<file path="src/rtl/dm_pkg.sv">
`default_nettype none
// ============================================================================
// dm_pkg : shared constants and types for the debug-module run control | rev 1.0
// ============================================================================
package dm_pkg;

  localparam logic [6:0] DMI_ADDR_DATA0      = 7'h04;
  localparam logic [6:0] DMI_ADDR_DMCONTROL  = 7'h10;
  localparam logic [6:0] DMI_ADDR_DMSTATUS   = 7'h11;
  localparam logic [6:0] DMI_ADDR_ABSTRACTCS = 7'h16;
  localparam logic [6:0] DMI_ADDR_COMMAND    = 7'h17;

  typedef enum logic [1:0] {
    DMI_OP_NOP   = 2'd0,
    DMI_OP_READ  = 2'd1,
    DMI_OP_WRITE = 2'd2,
    DMI_OP_RSVD  = 2'd3
  } dmi_op_e;

  localparam logic [1:0] DMI_RSP_OK     = 2'd0;
  localparam logic [1:0] DMI_RSP_FAILED = 2'd2;

  typedef enum logic [2:0] {
    CMDERR_NONE       = 3'd0,
    CMDERR_BUSY       = 3'd1,
    CMDERR_NOTSUP     = 3'd2,
    CMDERR_EXCEPT     = 3'd3,
    CMDERR_HALTRESUME = 3'd4
  } cmderr_e;

  typedef enum logic [1:0] {
    ABS_IDLE = 2'd0,
    ABS_REQ  = 2'd1,
    ABS_WAIT = 2'd2
  } abs_state_e;

  localparam int DMCONTROL_HALTREQ   = 31;
  localparam int DMCONTROL_RESUMEREQ = 30;
  localparam int DMCONTROL_NDMRESET  = 1;
  localparam int DMCONTROL_DMACTIVE  = 0;

  localparam int DMSTATUS_ALLRESUMEACK  = 17;
  localparam int DMSTATUS_ANYRESUMEACK  = 16;
  localparam int DMSTATUS_ALLRUNNING    = 11;
  localparam int DMSTATUS_ANYRUNNING    = 10;
  localparam int DMSTATUS_ALLHALTED     = 9;
  localparam int DMSTATUS_ANYHALTED     = 8;
  localparam int DMSTATUS_AUTHENTICATED = 7;
  localparam int DMSTATUS_VERSION_LSB   = 0;
  localparam logic [3:0] DM_VERSION     = 4'd2;

  localparam int ABSTRACTCS_BUSY          = 12;
  localparam int ABSTRACTCS_CMDERR_LSB    = 8;
  localparam int ABSTRACTCS_DATACOUNT_LSB = 0;
  localparam logic [3:0] DM_DATACOUNT     = 4'd1;

  localparam int CMD_CMDTYPE_LSB = 24;
  localparam int CMD_AARSIZE_LSB = 20;
  localparam int CMD_TRANSFER    = 17;
  localparam int CMD_WRITE       = 16;
  localparam logic [2:0] AARSIZE_32 = 3'd2;

endpackage
`default_nettype wire

</file>
<file path="src/rtl/dm_run_ctl_if.sv">
`default_nettype none
// ============================================================================
// dm_run_ctl_if : DMI request/response bundle between transport and DM | rev 1.0
// ============================================================================
interface dm_run_ctl_if #(
  parameter int AddrWidth = 7,
  parameter int Xlen      = 32
);
  logic                 dmi_valid;
  logic [AddrWidth-1:0] dmi_addr;
  logic [Xlen-1:0]      dmi_data;
  logic [1:0]           dmi_op;
  logic                 dmi_rsp_valid;
  logic [Xlen-1:0]      dmi_rsp_data;
  logic [1:0]           dmi_rsp_op;

  modport master (
    output dmi_valid, dmi_addr, dmi_data, dmi_op,
    input  dmi_rsp_valid, dmi_rsp_data, dmi_rsp_op
  );

  modport slave (
    input  dmi_valid, dmi_addr, dmi_data, dmi_op,
    output dmi_rsp_valid, dmi_rsp_data, dmi_rsp_op
  );
endinterface
`default_nettype wire

</file>
<file path="src/rtl/dm_abstract_cmd.sv">
`default_nettype none
// ============================================================================
// dm_abstract_cmd : Access Register engine, timeout counter and data0 | rev 1.0
// ============================================================================
module dm_abstract_cmd
  import dm_pkg::*;
#(
  parameter int Xlen       = 32,
  parameter int CmdTimeout = 255
) (
  input  logic            clk,
  input  logic            rst_n,
  input  logic            clr,
  input  logic            data0_wr,
  input  logic            data0_rd,
  input  logic            abstractcs_wr,
  input  logic            command_wr,
  input  logic [Xlen-1:0] wdata,
  input  logic            hart_halted,
  output logic [Xlen-1:0] data0,
  output logic            busy,
  output cmderr_e         cmderr,
  output logic            reg_req,
  output logic            reg_write,
  output logic [15:0]     reg_addr,
  output logic [Xlen-1:0] reg_wdata,
  input  logic [Xlen-1:0] reg_rdata,
  input  logic            reg_ack,
  input  logic            reg_err
);

  localparam int             CNT_W       = $clog2(CmdTimeout + 1);
  localparam logic [CNT_W-1:0] TIMEOUT_MAX = CNT_W'(CmdTimeout);

  abs_state_e       state_q, state_d;
  cmderr_e          cmderr_q, cmderr_d;
  logic [Xlen-1:0]  data0_q, data0_d;
  logic [CNT_W-1:0] cnt_q, cnt_d;
  logic             cmd_write_q, cmd_write_d;
  logic [15:0]      regno_q, regno_d;
  logic             busy_err;

  always_comb begin
    state_d     = state_q;
    cmderr_d    = cmderr_q;
    data0_d     = data0_q;
    cnt_d       = cnt_q;
    cmd_write_d = cmd_write_q;
    regno_d     = regno_q;
    busy_err    = 1'b0;

    if (abstractcs_wr) begin
      cmderr_d = cmderr_e'(cmderr_q & ~wdata[ABSTRACTCS_CMDERR_LSB +: 3]);
    end

    if (data0_wr || data0_rd) begin
      if (busy) busy_err = 1'b1;
      else if (data0_wr) data0_d = wdata;
    end

    // A new command is only decoded from a clean, idle engine.
    if (command_wr) begin
      if (busy) begin
        busy_err = 1'b1;
      end else if (cmderr_q == CMDERR_NONE) begin
        if ((wdata[CMD_CMDTYPE_LSB +: 8] != 8'd0) || (wdata[CMD_AARSIZE_LSB +: 3] != AARSIZE_32)) begin
          cmderr_d = CMDERR_NOTSUP;
        end else if (!hart_halted) begin
          cmderr_d = CMDERR_HALTRESUME;
        end else if (wdata[CMD_TRANSFER]) begin
          state_d     = ABS_REQ;
          cmd_write_d = wdata[CMD_WRITE];
          regno_d     = wdata[15:0];
        end
      end
    end

    if (busy_err && (cmderr_q == CMDERR_NONE)) cmderr_d = CMDERR_BUSY;

    case (state_q)
      ABS_REQ, ABS_WAIT: begin
        if (reg_ack) begin
          state_d = ABS_IDLE;
          if (reg_err) cmderr_d = CMDERR_EXCEPT;
          else if (!cmd_write_q) data0_d = reg_rdata;
        end else if (state_q == ABS_REQ) begin
          state_d = ABS_WAIT;
          cnt_d   = '0;
        end else if (cnt_q == TIMEOUT_MAX) begin
          state_d  = ABS_IDLE;
          cmderr_d = CMDERR_EXCEPT;
        end else begin
          cnt_d = cnt_q + CNT_W'(1);
        end
      end
      default: ;
    endcase

    // Deactivating the DM abandons any in-flight access; a late ack then lands in IDLE.
    if (clr) begin
      state_d     = ABS_IDLE;
      cmderr_d    = CMDERR_NONE;
      data0_d     = '0;
      cnt_d       = '0;
      cmd_write_d = 1'b0;
      regno_d     = '0;
    end
  end

  always_ff @(posedge clk or negedge rst_n) begin
    if (!rst_n) begin
      state_q     <= ABS_IDLE;
      cmderr_q    <= CMDERR_NONE;
      data0_q     <= '0;
      cnt_q       <= '0;
      cmd_write_q <= 1'b0;
      regno_q     <= '0;
    end else begin
      state_q     <= state_d;
      cmderr_q    <= cmderr_d;
      data0_q     <= data0_d;
      cnt_q       <= cnt_d;
      cmd_write_q <= cmd_write_d;
      regno_q     <= regno_d;
    end
  end

  assign busy      = (state_q != ABS_IDLE);
  assign cmderr    = cmderr_q;
  assign data0     = data0_q;
  assign reg_req   = busy;
  assign reg_write = busy & cmd_write_q;
  assign reg_addr  = busy ? regno_q : 16'h0000;
  assign reg_wdata = busy ? data0_q : '0;

endmodule
`default_nettype wire

</file>
<file path="src/rtl/dm_run_ctl.sv">
`default_nettype none
// ============================================================================
// dm_run_ctl : DMI register file, halt/resume control and abstract commands | rev 1.0
// ============================================================================
module dm_run_ctl
  import dm_pkg::*;
#(
  parameter int AddrWidth  = 7,
  parameter int Xlen       = 32,
  parameter int CmdTimeout = 255
) (
  input  logic            clk,
  input  logic            rst_n,
  dm_run_ctl_if.slave     dmi,
  output logic            ndmreset,
  output logic            halt_req,
  output logic            resume_req,
  input  logic            hart_halted,
  input  logic            hart_resumeack,
  output logic            reg_req,
  output logic            reg_write,
  output logic [15:0]     reg_addr,
  output logic [Xlen-1:0] reg_wdata,
  input  logic [Xlen-1:0] reg_rdata,
  input  logic            reg_ack,
  input  logic            reg_err
);

  logic            dmactive_q, dmactive_d;
  logic            haltreq_q, haltreq_d;
  logic            ndmreset_q, ndmreset_d;
  logic            resume_req_q, resume_req_d;
  logic            resumeack_q, resumeack_d;
  logic            rsp_valid_q, rsp_valid_d;
  logic [Xlen-1:0] rsp_data_q, rsp_data_d;
  logic [1:0]      rsp_op_q, rsp_op_d;

  logic            is_wr, is_rd, abs_clr, busy;
  logic [Xlen-1:0] wdata, data0, dmcontrol_rd, dmstatus_rd, abstractcs_rd;
  cmderr_e         cmderr;

  assign wdata   = dmi.dmi_data;
  assign is_wr   = dmi.dmi_valid && (dmi.dmi_op == DMI_OP_WRITE);
  assign is_rd   = dmi.dmi_valid && (dmi.dmi_op == DMI_OP_READ);
  assign abs_clr = !dmactive_d;

  always_comb begin
    dmactive_d   = dmactive_q;
    haltreq_d    = haltreq_q;
    ndmreset_d   = ndmreset_q;
    resume_req_d = resume_req_q;
    resumeack_d  = resumeack_q;

    if (resume_req_q && hart_resumeack) begin
      resume_req_d = 1'b0;
      resumeack_d  = 1'b1;
    end

    // haltreq takes priority: a combined halt+resume write never starts a resume.
    if (is_wr && (dmi.dmi_addr == AddrWidth'(DMI_ADDR_DMCONTROL))) begin
      dmactive_d = wdata[DMCONTROL_DMACTIVE];
      haltreq_d  = wdata[DMCONTROL_HALTREQ];
      ndmreset_d = wdata[DMCONTROL_NDMRESET];
      if (wdata[DMCONTROL_RESUMEREQ] && !wdata[DMCONTROL_HALTREQ] && hart_halted) begin
        resume_req_d = 1'b1;
        resumeack_d  = 1'b0;
      end
    end

    if (!dmactive_d) begin
      haltreq_d    = 1'b0;
      ndmreset_d   = 1'b0;
      resume_req_d = 1'b0;
      resumeack_d  = 1'b0;
    end
  end

  always_comb begin
    dmcontrol_rd                     = '0;
    dmcontrol_rd[DMCONTROL_HALTREQ]  = haltreq_q;
    dmcontrol_rd[DMCONTROL_NDMRESET] = ndmreset_q;
    dmcontrol_rd[DMCONTROL_DMACTIVE] = dmactive_q;

    dmstatus_rd                                 = '0;
    dmstatus_rd[DMSTATUS_ALLRESUMEACK]          = resumeack_q;
    dmstatus_rd[DMSTATUS_ANYRESUMEACK]          = resumeack_q;
    dmstatus_rd[DMSTATUS_ALLRUNNING]            = !hart_halted;
    dmstatus_rd[DMSTATUS_ANYRUNNING]            = !hart_halted;
    dmstatus_rd[DMSTATUS_ALLHALTED]             = hart_halted;
    dmstatus_rd[DMSTATUS_ANYHALTED]             = hart_halted;
    dmstatus_rd[DMSTATUS_AUTHENTICATED]         = 1'b1;
    dmstatus_rd[DMSTATUS_VERSION_LSB +: 4]      = DM_VERSION;

    abstractcs_rd                               = '0;
    abstractcs_rd[ABSTRACTCS_BUSY]              = busy;
    abstractcs_rd[ABSTRACTCS_CMDERR_LSB +: 3]   = cmderr;
    abstractcs_rd[ABSTRACTCS_DATACOUNT_LSB +: 4] = DM_DATACOUNT;

    rsp_valid_d = dmi.dmi_valid;
    rsp_data_d  = '0;
    rsp_op_d    = DMI_RSP_OK;
    if (dmi.dmi_valid && (dmi.dmi_op == DMI_OP_RSVD)) begin
      rsp_op_d = DMI_RSP_FAILED;
    end else if (is_rd) begin
      case (dmi.dmi_addr)
        AddrWidth'(DMI_ADDR_DATA0):      rsp_data_d = data0;
        AddrWidth'(DMI_ADDR_DMCONTROL):  rsp_data_d = dmcontrol_rd;
        AddrWidth'(DMI_ADDR_DMSTATUS):   rsp_data_d = dmstatus_rd;
        AddrWidth'(DMI_ADDR_ABSTRACTCS): rsp_data_d = abstractcs_rd;
        default:                         rsp_data_d = '0;
      endcase
    end
  end

  always_ff @(posedge clk or negedge rst_n) begin
    if (!rst_n) begin
      dmactive_q   <= 1'b0;
      haltreq_q    <= 1'b0;
      ndmreset_q   <= 1'b0;
      resume_req_q <= 1'b0;
      resumeack_q  <= 1'b0;
      rsp_valid_q  <= 1'b0;
      rsp_data_q   <= '0;
      rsp_op_q     <= DMI_RSP_OK;
    end else begin
      dmactive_q   <= dmactive_d;
      haltreq_q    <= haltreq_d;
      ndmreset_q   <= ndmreset_d;
      resume_req_q <= resume_req_d;
      resumeack_q  <= resumeack_d;
      rsp_valid_q  <= rsp_valid_d;
      rsp_data_q   <= rsp_data_d;
      rsp_op_q     <= rsp_op_d;
    end
  end

  dm_abstract_cmd #(
    .Xlen       (Xlen),
    .CmdTimeout (CmdTimeout)
  ) u_abstract_cmd (
    .clk           (clk),
    .rst_n         (rst_n),
    .clr           (abs_clr),
    .data0_wr      (is_wr && dmactive_q && (dmi.dmi_addr == AddrWidth'(DMI_ADDR_DATA0))),
    .data0_rd      (is_rd && dmactive_q && (dmi.dmi_addr == AddrWidth'(DMI_ADDR_DATA0))),
    .abstractcs_wr (is_wr && dmactive_q && (dmi.dmi_addr == AddrWidth'(DMI_ADDR_ABSTRACTCS))),
    .command_wr    (is_wr && dmactive_q && (dmi.dmi_addr == AddrWidth'(DMI_ADDR_COMMAND))),
    .wdata         (wdata),
    .hart_halted   (hart_halted),
    .data0         (data0),
    .busy          (busy),
    .cmderr        (cmderr),
    .reg_req       (reg_req),
    .reg_write     (reg_write),
    .reg_addr      (reg_addr),
    .reg_wdata     (reg_wdata),
    .reg_rdata     (reg_rdata),
    .reg_ack       (reg_ack),
    .reg_err       (reg_err)
  );

  assign ndmreset          = ndmreset_q;
  assign halt_req          = haltreq_q;
  assign resume_req        = resume_req_q;
  assign dmi.dmi_rsp_valid = rsp_valid_q;
  assign dmi.dmi_rsp_data  = rsp_data_q;
  assign dmi.dmi_rsp_op    = rsp_op_q;

endmodule
`default_nettype wire

</file>
<file path="src/flat_wrapper.sv">
// flat-port wrapper written by rule: the top's interface ports become plain ports
module dm_run_ctl_flat import dm_pkg::*;
#(
  parameter int AddrWidth  = 7,
  parameter int Xlen       = 32,
  parameter int CmdTimeout = 255
)
  (clk, rst_n, ndmreset, halt_req, resume_req, hart_halted, hart_resumeack, reg_req, reg_write, reg_addr, reg_wdata, reg_rdata, reg_ack, reg_err, dmi_dmi_valid, dmi_dmi_addr, dmi_dmi_data, dmi_dmi_op, dmi_dmi_rsp_valid, dmi_dmi_rsp_data, dmi_dmi_rsp_op);
  dm_run_ctl_if #(.AddrWidth(AddrWidth), .Xlen(Xlen)) dmi_i ();
  input  logic clk;
  input  logic rst_n;
  output logic ndmreset;
  output logic halt_req;
  output logic resume_req;
  input  logic hart_halted;
  input  logic hart_resumeack;
  output logic reg_req;
  output logic reg_write;
  output logic [15:0] reg_addr;
  output logic [Xlen-1:0] reg_wdata;
  input  logic [Xlen-1:0] reg_rdata;
  input  logic reg_ack;
  input  logic reg_err;
  input wire logic [$bits(dmi_i.dmi_valid)-1:0] dmi_dmi_valid;
  input wire logic [$bits(dmi_i.dmi_addr)-1:0] dmi_dmi_addr;
  input wire logic [$bits(dmi_i.dmi_data)-1:0] dmi_dmi_data;
  input wire logic [$bits(dmi_i.dmi_op)-1:0] dmi_dmi_op;
  output wire logic [$bits(dmi_i.dmi_rsp_valid)-1:0] dmi_dmi_rsp_valid;
  output wire logic [$bits(dmi_i.dmi_rsp_data)-1:0] dmi_dmi_rsp_data;
  output wire logic [$bits(dmi_i.dmi_rsp_op)-1:0] dmi_dmi_rsp_op;
  assign dmi_i.dmi_valid = dmi_dmi_valid;
  assign dmi_i.dmi_addr = dmi_dmi_addr;
  assign dmi_i.dmi_data = dmi_dmi_data;
  assign dmi_i.dmi_op = dmi_dmi_op;
  assign dmi_dmi_rsp_valid = dmi_i.dmi_rsp_valid;
  assign dmi_dmi_rsp_data = dmi_i.dmi_rsp_data;
  assign dmi_dmi_rsp_op = dmi_i.dmi_rsp_op;
  dm_run_ctl #(.AddrWidth(AddrWidth), .Xlen(Xlen), .CmdTimeout(CmdTimeout)) u_core (.clk(clk), .rst_n(rst_n), .dmi(dmi_i), .ndmreset(ndmreset), .halt_req(halt_req), .resume_req(resume_req), .hart_halted(hart_halted), .hart_resumeack(hart_resumeack), .reg_req(reg_req), .reg_write(reg_write), .reg_addr(reg_addr), .reg_wdata(reg_wdata), .reg_rdata(reg_rdata), .reg_ack(reg_ack), .reg_err(reg_err));
endmodule
</file>
<file path="config.mk">
export PLATFORM = sky130hd
export DESIGN_NAME = dm_run_ctl_flat
export DESIGN_NICKNAME = d
export VERILOG_FILES = /design/src/rtl/dm_pkg.sv /design/src/rtl/dm_run_ctl_if.sv /design/src/rtl/dm_abstract_cmd.sv /design/src/rtl/dm_run_ctl.sv /design/src/flat_wrapper.sv
export SDC_FILE = /design/constraint.sdc
export NUM_CORES = 1
export LEC_CHECK = 0
export CORE_ASPECT_RATIO = 1.1
export CORE_MARGIN = 3
export CORE_UTILIZATION = 25
export DETAILED_ROUTE_END_ITERATION = 10
export PLACE_DENSITY = 0.6
export SLEW_MARGIN = 25
export SYNTH_ARGS = -nofsm -noshare
export SYNTH_HDL_FRONTEND = slang
export SYNTH_SLANG_ARGS = --single-unit
export TNS_END_PERCENT = 50
</file>
<file path="constraint.sdc">
create_clock -name clk -period 2.7 [get_ports clk]
set_input_delay 0.54 -clock clk [delete_from_list [all_inputs] [get_ports clk]]
set_output_delay 0.54 -clock clk [all_outputs]
set_load 0.1 [all_outputs]
</file>
# --- Yosys cells after proc, flatten, opt, wreduce, memory -nomap -nowiden ---
# Index checks and enable logic that the tools add are counted.
classes:
  bitwise: 3
  n_reduce_logical: 24
  mux: 74
  addsub: 1
  n_eq_ne: 22
op_table:
  columns: ["op", "count"]
  rows:
  - ["two-way mux 32 bit", 11]
  - ["two-way mux 16 bit", 8]
  - ["case mux 32 bit (4 select lines)", 1]
  - ["two-way mux 8 bit", 5]
  - ["two-way mux 3 bit", 13]
  - ["equality test 7 x 5 -> 1 bit, second input constant", 4]
  - ["two-way mux 1 bit", 24]
  - ["two-way mux 2 bit", 12]
  - ["!= test 2 bit, second input constant", 9]
  - ["logical AND 1 bit", 14]
  - ["adder 8 x 1 -> 8 bit, second input constant", 1]
  - ["equality test 8 bit, second input constant", 1]
  - ["nonzero test 8 bit", 1]
  - ["equality test 7 x 3 -> 1 bit, second input constant", 1]
  - ["equality test 2 bit, second input constant", 3]
  - ["AND reduction 6 bit", 1]
  - ["equality test 2 x 1 -> 1 bit, second input constant", 2]
  - ["bitwise AND 3 bit", 1]
  - ["zero test 3 bit", 1]
  - ["!= test 3 x 2 -> 1 bit, second input constant", 1]
  - ["!= test 3 bit, second input constant", 1]
  - ["NOT 3 bit", 1]
  - ["AND reduction 3 bit", 1]
  - ["zero test 1 bit", 2]
  - ["other kinds (4)", 5]
word_totals:
  inputBits: 80
  register_bits: 102
  out_inout_bits: 88

# --- Logic depth before layout (Yosys ltp) ---
logic_depth:
  word_depth: 16
  ltp_mapped: 8
  ltp_nobuf: 6

# --- Cells and area by module ---
# From an unflattened synthesis, not the netlist that was laid out.
hier_totals:
  hier_cells: 513
  area_unflattened_um2: 4992.3
by_module_without_submodules:
  columns: ["mod", "cells_each", "instances", "area_each_um2", "seq_area_each_um2"]
  rows:
  - ["dm_abstract_cmd", 372, 1, 3380.7, 1551.5]
  - ["dm_run_ctl", 141, 1, 1611.5, 975.9]

# --- Least setup slack after synthesis ---
# Ideal clock, no wire load.
synth_timing:
  kind: "reg2out"
  startpoint: "reg u_core.u_abstract_cmd.state_q[0]"
  endpoint: "out reg_addr[0]"
  path_slack_ns: -0.018
  t_arrival_ns: 2.178
  required_ns: 2.160
  path_stages_with_launch: 5
  path_cell_list: "dfrtp_1 inv_1 ha_1 clkbuf_1 nor2b_1"
synth_between:
  elab_chain_len: 2
synth_lines:
  columns: ["item", "line", "rtl"]
  rows:
  - ["from (decl)", "dm_abstract_cmd.sv:35", "abs_state_e state_q, state_d;"]
  - ["from (signal assigned)", "dm_abstract_cmd.sv:119", "state_q <= state_d;"]
  - ["nonzero test 2 bit", "dm_abstract_cmd.sv:128", "assign busy = (state_q != ABS_IDLE);"]
  - ["two-way mux 16 bit", "dm_abstract_cmd.sv:133", "assign reg_addr = busy ? regno_q : 16'h0000;"]
  - ["to (decl)", "flat_wrapper.sv:19", "output logic [15:0] reg_addr;"]
# Every way passes these cells.

# --- Final worst setup path ---
layout_timing:
  startpoint: "in dmi_dmi_addr[4]"
  endpoint: "reg u_core.u_abstract_cmd.data0_q[30], in the netlist u_core.u_abstract_cmd.data0[30]"
layout_between:
  elab_chain_len: 10
layout_lines:
  columns: ["item", "line", "rtl"]
  rows:
  - ["from (decl)", "flat_wrapper.sv:25", "input wire logic [$bits(dmi_i.dmi_addr)-1:0] dmi_dmi_addr;"]
  - ["equality test 7 x 3 -> 1 bit", "dm_run_ctl.sv:144, dm_run_ctl.sv:145", null]
  - ["logical AND 1 bit", "dm_run_ctl.sv:144", ".data0_wr (is_wr && dmactive_q && (dmi.dmi_addr == AddrWidth'(DMI_ADDR_DATA0))),"]
  - ["two-way mux 32 bit", "dm_abstract_cmd.sv:58", "else if (data0_wr) data0_d = wdata;"]
  - ["two-way mux 32 bit", "dm_abstract_cmd.sv:57", "if (busy) busy_err = 1'b1;"]
  - ["two-way mux 32 bit", "dm_abstract_cmd.sv:56", "if (data0_wr || data0_rd) begin"]
  - ["two-way mux 32 bit", "dm_abstract_cmd.sv:85", "else if (!cmd_write_q) data0_d = reg_rdata;"]
  - ["two-way mux 32 bit", "dm_abstract_cmd.sv:84", "if (reg_err) cmderr_d = CMDERR_EXCEPT;"]
  - ["two-way mux 32 bit", "dm_abstract_cmd.sv:82", "if (reg_ack) begin"]
  - ["two-way mux 32 bit", "dm_abstract_cmd.sv:80", "case (state_q)"]
  - ["two-way mux 32 bit *", "dm_abstract_cmd.sv:100", "if (clr) begin"]
  - ["named net u_core.u_abstract_cmd.data0_d[30]", "dm_abstract_cmd.sv:37", "logic [Xlen-1:0] data0_q, data0_d;"]
  - ["to (signal assigned)", "dm_abstract_cmd.sv:121", "data0_q <= data0_d;"]
  - ["to (decl)", "dm_abstract_cmd.sv:37", null]
# The timed path passes the listed nets; every way through them passes the cells marked *.
# A chain may end at the register's enable or synchronous reset.

==> flow_summary.html <==
<table>
<tr><th>Metric</th><th>Value</th></tr>
<tr><th colspan="2">Synthesis</th></tr>
<tr><td>Cell types occupying the most area after synthesis</td><td>dfrtp_1 (48%), mux2i_1 (9.6%), a211oi_2 (7.7%)</td></tr>
<tr><td>Post-synthesis xor/xnor area fraction</td><td>less than 1%</td></tr>
<tr><td>Number of synthesis warnings</td><td>0</td></tr>
<tr><td>Multiplexer fraction of the synthesized cell area</td><td>9.581%</td></tr>
<tr><td>Synthesized area</td><td>around 5200 µm²</td></tr>
<tr><td>Simple-Gate Fraction of Synth Area</td><td>about a fifth</td></tr>
<tr><td>Count of state elements after synthesis</td><td>101</td></tr>
<tr><td>Most frequent cells after synthesis</td><td>dfrtp_1 (101), nor2_1 (53), nor2b_1 (51)</td></tr>
<tr><td>Post-synth cell types</td><td>48</td></tr>
<tr><td>Average cell area after synthesis</td><td>about 11 µm²</td></tr>
<tr><td>Most frequent cell after synthesis</td><td>dfrtp_1</td></tr>
<tr><td>Most used flip-flop cell after synthesis</td><td>dfrtp_1</td></tr>
<tr><td>Combinational family with the most area after synthesis</td><td>simple AND/OR/NAND/NOR gates</td></tr>
<tr><td>Share of flip-flops with an asynchronous set or reset</td><td>100.0%</td></tr>
<tr><td>Sequential share of the synthesized area</td><td>approximately half</td></tr>
<tr><td>Nets in the synthesized netlist</td><td>a little under 600</td></tr>
<tr><td>Share of Yosys cell area claimed by the top area cell type</td><td>between 40% and 50%</td></tr>
<tr><td>Cell taking the most area after synthesis</td><td>dfrtp_1</td></tr>
<tr><td>Compound-Gate Fraction of Synth Area</td><td>roughly 16%</td></tr>
<tr><td>Post-synth EDFFs</td><td>0</td></tr>
<tr><td>Synth Area in Adders</td><td>less than 1%</td></tr>
<tr><td>Synthesized instance count</td><td>496</td></tr>
<tr><th colspan="2">CTS</th></tr>
<tr><td>Htree depth</td><td>3</td></tr>
<tr><td>Number of gates resized after cts</td><td>0</td></tr>
<tr><td>Root Driver</td><td>clkbuf_16</td></tr>
<tr><td>Hold buffer count at CTS</td><td>0</td></tr>
<tr><td>Number of buffers created by CTS</td><td>9</td></tr>
<tr><td>CTS clock-pin slew for the worst setup and hold paths</td><td>approximately 70 ps</td></tr>
<tr><td>Clk Latency, worst-skew pair</td><td>between 300 and 400 ps</td></tr>
<tr><td>Worst-case clock buffer depth</td><td>2</td></tr>
<tr><td>Clock tree from TritonCTS</td><td>done</td></tr>
<tr><td>Setup Buffers After CTS</td><td>0</td></tr>
<tr><td>Clock net sink count</td><td>~100</td></tr>
<tr><th colspan="2">Floorplan</th></tr>
<tr><td>Core Footprint</td><td>20200 µm²</td></tr>
<tr><td># rows</td><td>54</td></tr>
<tr><td>Effective utilization at floorplan</td><td>about 26%</td></tr>
<tr><td>Die Ht</td><td>157.6 µm</td></tr>
<tr><td>Number of top-level pins</td><td>between 150 and 200</td></tr>
<tr><td>Horizontal die dimension</td><td>around 140 µm</td></tr>
<tr><td>Die footprint</td><td>22670 µm²</td></tr>
<tr><th colspan="2">Worst setup path</th></tr>
<tr><td>Critical path data required time</td><td>between 2000 and 3000 ps</td></tr>
<tr><td>Worst path top cell family by delay</td><td>simple AND/OR/NAND/NOR gates</td></tr>
<tr><td>Cell breakdown of the critical path</td><td>clkdlybuf4s50_1 -&gt; or4b_4 -&gt; or4_2 -&gt; buf_12 -&gt; mux2i_1 -&gt; a211oi_2</td></tr>
<tr><td>Delay of the slowest cell on the worst path</td><td>660 ps</td></tr>
<tr><td>Category of the worst setup path capture point</td><td>flip-flop</td></tr>
<tr><td>Slowest library cell on the worst path</td><td>or4_2</td></tr>
<tr><td>Buffering stage count on the worst path with inverters included</td><td>2</td></tr>
<tr><td>Crit start category</td><td>primary input</td></tr>
<tr><td>Worst-path fanout max</td><td>32</td></tr>
<tr><td>Type of the worst setup path</td><td>primary input to flip-flop</td></tr>
<tr><td>Worst path arrival time</td><td>roughly 2800 ps</td></tr>
<tr><th colspan="2">Detailed routing</th></tr>
<tr><td>Via count</td><td>approximately 4400</td></tr>
<tr><td>Final routed DRC violation total</td><td>0</td></tr>
<tr><td>1st-pass router iterations</td><td>5</td></tr>
<tr><td>Routed WL</td><td>between 15 and 20 mm</td></tr>
<tr><td>Post-detailed-route via-to-cell ratio</td><td>around 4.7</td></tr>
<tr><td>Starting DRC count in detailed routing</td><td>between 300 and 400</td></tr>
<tr><td>Post-DR wirelength/cell</td><td>~18 µm</td></tr>
<tr><td>Count of antenna-violating nets left after detailed routing</td><td>0</td></tr>
<tr><th colspan="2">Power and ir drop</th></tr>
<tr><td>Leakage power total</td><td>3.700 nW</td></tr>
<tr><td>IR drop worst, VDD</td><td>approximately 0.24 mV</td></tr>
<tr><td>Post-route total power</td><td>around 3 mW</td></tr>
<tr><td>Pwr dens</td><td>about 390 nW/µm²</td></tr>
<tr><th colspan="2">Place</th></tr>
<tr><td>DPL Wire Length</td><td>roughly 13 mm</td></tr>
<tr><td>Placer's final routability congestion estimate</td><td>between 0.8 and 0.9</td></tr>
<tr><td>Number of input and output port buffers inserted</td><td>166</td></tr>
<tr><td>Cell Count Post-Placement</td><td>a little over 900</td></tr>
<tr><th colspan="2">STA</th></tr>
<tr><td>Post-route clock period utilization</td><td>between 90% and 100%</td></tr>
<tr><td>Final-report hold violation count</td><td>0</td></tr>
<tr><td>Final-report setup violation count</td><td>0</td></tr>
<tr><td>Relative slew slack</td><td>a little over half</td></tr>
<tr><td>Largest clock skew in the final design</td><td>around 6.5 ps</td></tr>
<tr><td>Setup repair after global routing missed its margin</td><td>no</td></tr>
<tr><td>Final critical-path required period</td><td>approximately 2600 ps</td></tr>
<tr><td>Final max-slew violation count</td><td>0</td></tr>
<tr><td>Transition time at the pin with the least slew margin</td><td>712.1 ps</td></tr>
<tr><td>Maximum clock frequency</td><td>just under 400 MHz</td></tr>
<tr><td>Hold Worst Slack</td><td>252.1 ps</td></tr>
<tr><th colspan="2">Finish</th></tr>
<tr><td>Fraction of final layout cells with drive strength greater than 1</td><td>between 20% and 30%</td></tr>
<tr><td>Post-layout instance count excluding filler cells</td><td>slightly above 900</td></tr>
<tr><td>Relative area change from synthesis to final layout</td><td>49.96%</td></tr>
<tr><td>Layout net count</td><td>between 700 and 800</td></tr>
<tr><td>Layout fillers</td><td>2001</td></tr>
<tr><td>Fraction of the core area covered by cells at the end of the flow</td><td>38.78%</td></tr>
<tr><td>Inserted Diodes</td><td>0</td></tr>
<tr><th colspan="2">Outcome</th></tr>
<tr><td>Run status</td><td>complete, no violations</td></tr>
<tr><th colspan="2">Global routing</th></tr>
<tr><td>Global-route wire length before repair</td><td>25.83 mm</td></tr>
<tr><td>Overall overflow remaining after global route</td><td>0</td></tr>
<tr><td>Pin count of the biggest net entering global routing</td><td>51</td></tr>
<tr><td>Number of global-route vias before repair</td><td>about 4400</td></tr>
<tr><td>Antenna violations before repair</td><td>0</td></tr>
<tr><td>Overall track demand over capacity in global routing</td><td>~15%</td></tr>
<tr><th colspan="2">Hold path</th></tr>
<tr><td>Tightest Hold Check Type</td><td>primary input to async pin</td></tr>
<tr><th colspan="2">Job</th></tr>
<tr><td>Max-cap violation count</td><td>0</td></tr>
</table>
cells in the final DEF (no fill, tap or decap), types with 3 or more instances in the layout:
cell type,n
o21ai_0,14
dfrtp_1,101
nor4_1,4
mux2i_1,50
or3_1,5
nand4_1,3
and3_1,23
nor2_1,52
o211a_1,3
clkbuf_16,9
a21oi_1,12
buf_4,89
a211oi_2,32
clkdlybuf4s50_1,78
nand3_1,4
nand2_1,17
o21a_1,3
o21ai_1,10
nor2b_1,51
a22oi_1,3
a221oi_1,4
o31ai_1,5
nand3b_1,5
nor3_1,6
buf_12,36
a31oi_1,3
inv_6,3
inv_1,23
state kept, by name, indices dropped and copies added (netlist names), 2 cells and up:
signal and count:
u_core.u_abstract_cmd.data0 32, u_core.dmi.dmi_rsp_data 32, u_core.u_abstract_cmd.state_q 2, u_core.u_abstract_cmd.cmderr 3, u_core.u_abstract_cmd.cnt_q 8, u_core.u_abstract_cmd.regno_q 16
worst reg2reg max path: stages, from the launching register on:
cell	delay (ps)
dfrtp_1	380
inv_1	80
ha_2	210
inv_1	130
or4_2	720
buf_12	230
mux2i_1	180
a211oi_2	220
kinds of logic (layout without fill, tap and decap cells):
kind of cell / count (synthesis) / count (layout)
flip-flops: 101 / 101
AO/OA/AOI/OAI: 98 / 98
buffers and inverters: 55 / 242
adder cells (fa/ha/maj): 3 / 3
AND/OR/NAND/NOR: 187 / 187
other: 1 / 1
multiplexers: 50 / 50
XOR/XNOR: 1 / 1
final timing paths:
kind                            depth (start not counted)  slack, ps                                    endpoint                                       start
worst max-delay path                                    6        140   u_core.u_abstract_cmd.data0[30]$_DFF_PN0_                             dmi_dmi_addr[4]
worst min-delay path                                    1        250  u_core.u_abstract_cmd.cnt_q[1]$_DFFE_PN0P_                                       rst_n
worst max register to register                          7        450   u_core.u_abstract_cmd.data0[30]$_DFF_PN0_  u_core.u_abstract_cmd.state_q[0]$_DFF_PN0_
worst min register to register                          1        520       u_core.dmi.dmi_rsp_data[21]$_DFF_PN0_   u_core.u_abstract_cmd.data0[21]$_DFF_PN0_
max in group asynchronous                               2       1840    u_core.u_abstract_cmd.data0[2]$_DFF_PN0_                                       rst_n
min in group clk                                        1        520       u_core.dmi.dmi_rsp_data[21]$_DFF_PN0_   u_core.u_abstract_cmd.data0[21]$_DFF_PN0_
metal layers:
layer	up-vias	track usage [%]	part of all wire [%]	wire, µm
met5	-	0	0	0
met4	0	3.498	1.0	176
met3	11	3.807	6.3	1068
met2	141	23.75	48	8183
met1	2144	20.11	45	7644
li1	2130	-	-	-
power breakdown:
part	internal, mW	total [mW]	leakage (nW)	switching [mW]
clock	0.652	1.30	0.141	0.645
combinational	0.133	0.258	2.15	0.125
sequential	1.51	1.51	1.41	0.00179
stage by stage:
| step | setup slack, ps | instance area (µm²) | TNS [ps] |
|---|---|---|---|
| 2_1_floorplan | -18.48 | 5224 | -904.0 |
| 3_3_place_gp | -189.9 | 7543 | -6531 |
| 3_5_place_dp | -212.1 | 7543 | -7715 |
| 4_1_cts | 153.8 | 7834 | 0 |
| 5_1_grt | 97.59 | 7834 | 0 |
| 6_report | 141.9 | 7834 | 0 |
final cells by class:
cell class | count | area [µm²] | share of cell area, %
Sequential cell | 101 | 2527 | 32.26
Multi-Input combinational cell | 340 | 2445 | 31.21
Timing Repair Buffer | 203 | 2170 | 27.70
Tap cell | 252 | 315.3 | 4.025
Clock buffer | 9 | 225.2 | 2.875
Inverter | 23 | 86.33 | 1.102
Clock inverter | 7 | 65.06 | 0.8305
(Power assumes the default switching activity.)
